--- src/rtl/iir_pkg.sv ---
// Shared widths and sample types for the IIR output conditioning stage.
package iir_pkg;

  localparam int unsigned IIR_IN_W  = 12;
  localparam int unsigned IIR_OUT_W = 10;
  localparam int unsigned SAT_CNT_W = 16;

  typedef logic signed [IIR_IN_W-1:0]  sample_in_t;
  typedef logic signed [IIR_OUT_W-1:0] sample_out_t;

endpackage

--- src/rtl/iir_round_sat.sv ---
// Combinational round-half-up, arithmetic shift and clip to the output width.
module iir_round_sat #(
  parameter int unsigned PW    = 21,
  parameter int unsigned OUT_W = 10,
  parameter int unsigned SHIFT = 7
) (
  input  logic signed [PW-1:0]    i_p,
  output logic signed [OUT_W-1:0] o_y,
  output logic                    o_sat
);

  // One guard bit so adding the rounding constant can never wrap.
  localparam logic signed [PW:0] RND   = (PW+1)'(1 << (SHIFT - 1));
  localparam logic signed [PW:0] Y_MAX = (PW+1)'((1 << (OUT_W - 1)) - 1);
  localparam logic signed [PW:0] Y_MIN = ~Y_MAX;

  logic signed [PW:0] w_sum;
  logic signed [PW:0] w_r;

  // Round, shift, then clamp into the signed output range.
  always_comb begin
    w_sum = $signed({i_p[PW-1], i_p}) + RND;
    w_r   = w_sum >>> SHIFT;
    o_y   = w_r[OUT_W-1:0];
    o_sat = 1'b0;
    if (w_r > Y_MAX) begin
      o_y   = Y_MAX[OUT_W-1:0];
      o_sat = 1'b1;
    end else if (w_r < Y_MIN) begin
      o_y   = Y_MIN[OUT_W-1:0];
      o_sat = 1'b1;
    end
  end

endmodule

--- src/rtl/iir_out_stage.sv ---
// Output stage after the fourth IIR section: gain, round, saturate, settle
// gating, windowed peak magnitude and clip-event counter.
module iir_out_stage
  import iir_pkg::*;
#(
  parameter int unsigned IN_W       = IIR_IN_W,
  parameter int unsigned OUT_W      = IIR_OUT_W,
  parameter int unsigned GAIN       = 160,
  parameter int unsigned GAIN_SHIFT = 7,
  parameter int unsigned SETTLE     = 16,
  parameter int unsigned WIN_LEN    = 256
) (
  input  logic                    clk,
  input  logic                    rst,
  input  logic signed [IN_W-1:0]  Xin,
  input  logic                    sat_clr,
  output logic signed [OUT_W-1:0] Yout,
  output logic                    Yvalid,
  output logic                    Ysat,
  output logic [OUT_W-1:0]        Peak,
  output logic                    peak_stb,
  output logic [SAT_CNT_W-1:0]    SatCnt
);

  localparam int unsigned PW    = IN_W + 9;
  localparam int unsigned SW    = $clog2(SETTLE + 1);
  localparam int unsigned WW    = $clog2(WIN_LEN);
  localparam logic signed [8:0] GAIN_S = 9'(GAIN);

  logic signed [PW-1:0]    r_p;
  logic signed [OUT_W-1:0] r_yout;
  logic                    r_ysat;
  logic [SW-1:0]           r_settle;
  logic                    r_valid;
  logic [WW-1:0]           r_win;
  logic [OUT_W-1:0]        r_run;
  logic [OUT_W-1:0]        r_peak;
  logic                    r_stb;
  logic [SAT_CNT_W-1:0]    r_satcnt;

  logic signed [OUT_W-1:0] w_y;
  logic                    w_sat;
  logic [OUT_W-1:0]        w_yu;
  logic [OUT_W-1:0]        w_mag;
  logic [OUT_W-1:0]        w_max;

  iir_round_sat #(
    .PW    (PW),
    .OUT_W (OUT_W),
    .SHIFT (GAIN_SHIFT)
  ) u_round_sat (
    .i_p   (r_p),
    .o_y   (w_y),
    .o_sat (w_sat)
  );

  // Two-stage datapath: full-width product, then rounded/clipped sample.
  always_ff @(posedge clk) begin
    if (rst) begin
      r_p    <= '0;
      r_yout <= '0;
      r_ysat <= 1'b0;
    end else begin
      r_p    <= PW'(Xin) * PW'(GAIN_S);
      r_yout <= w_y;
      r_ysat <= w_sat;
    end
  end

  // Settle counter saturates at SETTLE; validity latches on the SETTLE-th edge.
  always_ff @(posedge clk) begin
    if (rst) begin
      r_settle <= '0;
      r_valid  <= 1'b0;
    end else begin
      if (r_settle != SW'(SETTLE)) r_settle <= r_settle + SW'(1);
      if (r_settle == SW'(SETTLE - 1)) r_valid <= 1'b1;
    end
  end

  // Magnitude as unsigned: the most negative code maps onto 2^(OUT_W-1).
  always_comb begin
    w_yu  = $unsigned(r_yout);
    w_mag = r_yout[OUT_W-1] ? (~w_yu + OUT_W'(1)) : w_yu;
    w_max = (w_mag > r_run) ? w_mag : r_run;
  end

  // Peak tracking over WIN_LEN valid samples, publishing on the last one.
  always_ff @(posedge clk) begin
    if (rst) begin
      r_win  <= '0;
      r_run  <= '0;
      r_peak <= '0;
      r_stb  <= 1'b0;
    end else begin
      r_stb <= 1'b0;
      if (r_valid) begin
        if (r_win == WW'(WIN_LEN - 1)) begin
          r_peak <= w_max;
          r_stb  <= 1'b1;
          r_run  <= '0;
          r_win  <= '0;
        end else begin
          r_run <= w_max;
          r_win <= r_win + WW'(1);
        end
      end
    end
  end

  // Clip counter: clear beats a coincident clip, holds at all-ones.
  always_ff @(posedge clk) begin
    if (rst || sat_clr) begin
      r_satcnt <= '0;
    end else if (r_valid && r_ysat && (r_satcnt != '1)) begin
      r_satcnt <= r_satcnt + SAT_CNT_W'(1);
    end
  end

  assign Yout     = r_yout;
  assign Ysat     = r_ysat;
  assign Yvalid   = r_valid;
  assign Peak     = r_peak;
  assign peak_stb = r_stb;
  assign SatCnt   = r_satcnt;

endmodule
--- config.mk ---
export PLATFORM = sky130hd
export DESIGN_NAME = iir_out_stage
export DESIGN_NICKNAME = d
export VERILOG_FILES = /design/src/rtl/iir_pkg.sv /design/src/rtl/iir_round_sat.sv /design/src/rtl/iir_out_stage.sv
export SDC_FILE = /design/constraint.sdc
export NUM_CORES = 1
export LEC_CHECK = 0
export CELL_PAD_IN_SITES_DETAIL_PLACEMENT = 0
export CELL_PAD_IN_SITES_GLOBAL_PLACEMENT = 2
export CORE_MARGIN = 5
export CORE_UTILIZATION = 37
export DETAILED_ROUTE_END_ITERATION = 10
export PLACE_DENSITY_LB_ADDON = 0.25
export SLEW_MARGIN = 20
export SYNTH_ARGS = -nofsm -noshare
export SYNTH_HDL_FRONTEND = slang
export SYNTH_SLANG_ARGS = --single-unit
--- constraint.sdc ---
create_clock -name clk -period 5.37 [get_ports clk]
set_clock_uncertainty 0.05 [all_clocks]
set_input_delay 0.537 -clock clk [delete_from_list [all_inputs] [get_ports clk]]
set_output_delay 0.537 -clock clk [all_outputs]
set_load 0.02 [all_outputs]
# After elaboration in Yosys (flattened, before gate mapping)
# Cells that the tools add are included.
# classes
n_addsub,5
n_mul,1
magnitude_cmp,3
eq_ne,4
mux,9
bitwise_logic,2
reduce_logical,6
# ops
cell,n
$mux W10,4
$add A21 B8 Y22 const B,1
$add A16 B1 Y16 const B,1
$mul A12 B4 Y16 const B,1
$ne A16 B16 Y1 const B,1
$gt A15 B10 Y1 const B,1
$lt A15 B10 Y1 const B,1
$add A10 B1 Y10 const B,1
$gt A10 B10 Y1,1
$not A10 Y10,1
$mux W9,1
$add A8 B1 Y8 const B,1
$eq A8 B8 Y1 const B,1
$mux W8,1
$add A5 B1 Y5 const B,1
$eq A5 B4 Y1 const B,1
$ne A5 B5 Y1 const B,1
$reduce_or A2 Y1,2
$mux W1,3
$logic_and A1 B1 Y1,2
$reduce_and A2 Y1,1
$logic_or A1 B1 Y1,1
$not A1 Y1,1
# word_totals
reg_bits,83

# Depth between registers and ports, before layout
# logic_depth
depth_word,6
depth_mapped,13

# By module
# From an unflattened synthesis, not the netlist that was laid out.
# hier_totals
hier_cells,489
hier_area_um2,4354.2
# modules_own_cells
module,instances,cells_each,area_per_inst_um2
iir_out_stage,1,427,3882.5
iir_round_sat,1,62,471.7

# Worst setup path after synthesis
# Ideal clock, no wire load.
# synth_path
path_type,flip-flop to flip-flop
from,"register r_yout[6], in the netlist Yout[6]"
to,"register r_peak[1], in the netlist Peak[1]"
setup_time_ns,0.129
arrival_time_ns,2.707
required_ns,5.191
path_slack_ns,2.485
path_stages_with_launch,12
n_path_buf,1
path_cell_list,dfxtp_1 > or4_1 > o21ai_0 > xnor2_1 > ha_1 > a21o_1 > a21oi_1 > o21ai_0 > o21ai_0 > buf_4 > mux2i_1 > o21ai_0
# synth_via
elab_chain_len,5
# synth_lines
element,line_no,rtl
from (decl),iir_out_stage.sv:31,logic signed [OUT_W-1:0] r_yout;
from (signal assigned),iir_out_stage.sv:65,r_yout <= w_y;
$not A10 Y10,iir_out_stage.sv:84,w_mag = r_yout[OUT_W-1] ? (~w_yu + OUT_W'(1)) : w_yu;
$add A10 B1 Y10,iir_out_stage.sv:84,
$mux W10 (*),iir_out_stage.sv:84,
$gt A10 B10 Y1 (*),iir_out_stage.sv:85,w_max = (w_mag > r_run) ? w_mag : r_run;
$mux W10 (*),iir_out_stage.sv:85,
to (signal assigned),iir_out_stage.sv:99,r_peak <= w_max;
to (decl),iir_out_stage.sv:37,logic [OUT_W-1:0] r_peak;
# Every way passes the cells marked *; elsewhere a longest branch is shown, timed or not.
# A chain may end at the register's enable or synchronous reset.

# Worst setup path after layout
# layout_path
from,"register r_yout[6], in the netlist Yout[6]"
to,"register r_peak[9], in the netlist Peak[9]"
# layout_via
elab_chain_len,5
# layout_lines
element,line_no
$not A10 Y10,iir_out_stage.sv:84
$add A10 B1 Y10,iir_out_stage.sv:84
$mux W10 (*),iir_out_stage.sv:84
$gt A10 B10 Y1,iir_out_stage.sv:85
$mux W10 (*),iir_out_stage.sv:85
# Marked as above.

==> impl_metrics.csv <==
group,metric,value,unit
critical_path,worstSetupStartpoint,"Yout[6]",
critical_path,rr_worst_depth,11,
power_and_ir_drop,p_per_area,322,mW/mm²
cells_and_area,area_delta_synth_final,22.7,%
sta,fin_setup_tns,0,ps
critical_path,crit_fanout,10,
sta,hold_viol_final,0,
synthesis,seq_area_frac_synth,0.354,
floorplanning,die_h,119,µm
critical_path,critical_path_arrival,3280,ps
min_path,min_path_type,"reg2reg",
synthesis,yosys-top-cells-count,"dfxtp_1, nor2_1, ha_1",
clocking,cts_tree,"done",
synthesis,synth_nets,537,
route,post_drt_wl_per_cell,13.4,µm
power_and_ir_drop,ir_worst_vdd,0.192,mV
cells_and_area,fin_util,0.466,
synthesis,netlist_top_cells_area,"dfxtp_1, ha_1, xor2_1",
sta,fin_ws,2260,ps
synthesis,synth_top_area_cell,"dfxtp_1",
floorplanning,start_util,0.380,
route,drt-pass1-iter-count,4,
clocking,cts-htree-levels,3,
synthesis,synth-main-ff-cell,"dfxtp_1",
clocking,post-cts-setup-buffers,0,
place,dp.cells,666,
synthesis,netlist.area_leader.share,0.354,
global_route,grt_pass1_vias,3464,
synthesis,synth_area_per_cell,9.02,µm²
place,dp_slack,2190,ps
route,routed_via_density,5.13,
synthesis,synth_top_family_by_area,"simple AND/OR/NAND/NOR gates",
clocking,cts_hold_buf,0,
floorplanning,die_x,119,µm
min_path,whs_path_depth,2,
cells_and_area,fin_cells,682,
critical_path,r2r_end,"Peak[9]",
synthesis,yosys.area_share.xor_xnor,0.0945,
sta,timing.final.crit_share,0.580,
critical_path,start_kind,"flip-flop",
clocking,insertion_delay,330,ps
critical_path,required,5530,ps
flow_run,drv_cap,0,
floorplanning,rows,39,
synthesis,synth_compound_area_frac,0.154,
global_route,antenna_found_initial,0,
global_route,overflow,0,
global_route,grt_pass1_wl,15900,µm
route,ant_nets,0,
global_route,grt_use_met1,0.153,
synthesis,synth-seq-cells,77,
sta,setup_viol,0,
synthesis,yosysMostFrequentCell,"dfxtp_1",
sta,max-slew-margin-rel,0.335,
global_route,grt_use_total,0.135,
run_status,status,"complete, no violations",
synthesis,synthArstFlopShare,0,
synthesis,yosys.area_share.simple,0.216,
route,post-route-drc-count,0,
synthesis,synth_edf_count,0,
critical_path,reg2reg_slack,2260,ps
clocking,cts.repair.resized,0,
floorplanning,die-area,0.0140,mm²
power_and_ir_drop,power_leakage,1.99,nW
place,hpwl,6970,µm
synthesis,synth_mux_area_frac,0.0324,
floorplanning,pin_count,54,
global_route,grt_max_degree,44,
synthesis,synthAdderAreaFrac,0.114,
cells_and_area,nNetsFinal,588,
critical_path,criticalPathCategory,"reg2reg",
clocking,ctsRootBufferMaster,"clkbuf_16",
route,vias,3497,
clocking,path_clk_slew,60,ps
place,port_buffers,53,
min_path,whs_endpoint,"Peak[1]",
critical_path,end_kind,"flip-flop",
cells_and_area,antenna_cells,0,
global_route,globalRoute.busiestLayer,"met2",
power_and_ir_drop,power.total,1.72,mW
sta,tightest_slew,984,ps
clocking,clk_path_buf_depth,2,
global_route,grt_use_met2,0.240,
min_path,hold_path.startpoint,"Peak[1]",
synthesis,synth_cells,483,
place,place.gp.congestion,0.864,
synthesis,yosys_warnings,0,
global_route,met3_usage,0.0229,
sta,fmax,321,MHz
sta,slew_viol_final,0,
floorplanning,coreArea,0.0115,mm²
route,drt_iter0_markers,107,
cells_and_area,drive_gt1_frac,0.0761,
clocking,cts_buffers,9,
route,drt-total-wl,9120,µm
sta,min_period,3110,ps
cells_and_area,fillers,1103,
synthesis,synthDistinctLibCells,60,
sta,rsz0062_at_grt,"false",
clocking,cts_sinks,77,
critical_path,r2r_start,"Yout[6]",
synthesis,syn_area,0.00436,mm²
[layout by cell type, fill, tap and decap left out, types with 7 or more instances in the layout]
cell	Yosys	routed
clkdlybuf4s50_1	0	53
dfxtp_1	77	77
xor2_1	26	26
nand2b_1	12	12
nand3_1	13	13
o21ai_2	9	9
mux2i_1	13	13
o21ai_0	23	23
inv_1	22	22
nor2b_1	7	7
a21oi_1	20	20
ha_1	38	38
and3_1	8	8
clkbuf_16	0	9
nand3b_1	9	9
nand4_1	14	14
a211oi_1	7	7
xnor2_1	21	21
nand2_1	32	32
nor2_1	50	50
[metrics by stage]
stage / hold slack [ps] / area, µm²
global placement: 388 / 5010
global route: 437 / 5350
finish: 399 / 5350
detailed placement: 394 / 5010
floorplan: 419 / 4360
CTS: 407 / 5350
[per-layer routing]
| layer | share of wire | wire [µm] | up-vias |
|---|---|---|---|
| li1 | - | - | 1813 |
| met1 | 0.45 | 4120 | 1633 |
| met2 | 0.50 | 4570 | 40 |
| met3 | 0.025 | 226 | 11 |
| met4 | 0.023 | 206 | 0 |
| met5 | 0 | 0 | - |
[state kept, by name, indices dropped and copies added, names as in the netlist]
| name | cells |
|---|---|
| SatCnt | 16 |
| r_p | 15 |
| Peak | 10 |
| Yout | 10 |
| r_run | 10 |
| r_win | 8 |
| r_settle | 5 |
| Ysat | 1 |
| Yvalid | 1 |
| peak_stb | 1 |
[cell families after synthesis]
group / Yosys count
AND/OR/NAND/NOR: 177
AO/OA/AOI/OAI: 92
flip-flops: 77
multiplexers: 14
adder cells (fa/ha/maj): 39
buffers and inverters: 37
XOR/XNOR: 47
[power by group]
| group | switching, mW | internal, mW | total (mW) |
|---|---|---|---|
| combinational | 0.204 | 0.179 | 0.383 |
| sequential | 0.0421 | 0.605 | 0.647 |
| clock | 0.227 | 0.466 | 0.693 |
| total | 0.473 | 1.25 | 1.72 |
[area by class of cell]
type / count / area (µm²) / share of cell area
multi-input cells: 369 / 2660 / 0.497
repair buffers: 55 / 546 / 0.102
inverters: 22 / 82.6 / 0.0154
well taps: 143 / 179 / 0.0335
flip-flops and latches: 77 / 1540 / 0.288
clock buffers: 12 / 246 / 0.0461
clock inverters: 4 / 95.1 / 0.0178
[critical path, stage by stage, from the launching register on]
cell and delay (ps):
dfxtp_1 330, or4_1 560, o21ai_0 210, xnor2_1 190, ha_1 290, a21o_1 160
a21oi_1 160, o21ai_0 150, o21ai_0 280, buf_4 270, mux2i_1 250, o21ai_0 90
[worst max path at each step]
| stage | end | slack [ps] |
|---|---|---|
| 3_5_place_dp | r_p[18] | 2190 |
| 5_1_grt | Peak[3] | 1970 |
| 6_report | Peak[9] | 2260 |
| 4_1_cts | r_run[0] | 2230 |
| 2_1_floorplan | Peak[1] | 2480 |
| 3_3_place_gp | r_p[18] | 2210 |
Note: power is estimated with default switching activity, not from simulation.
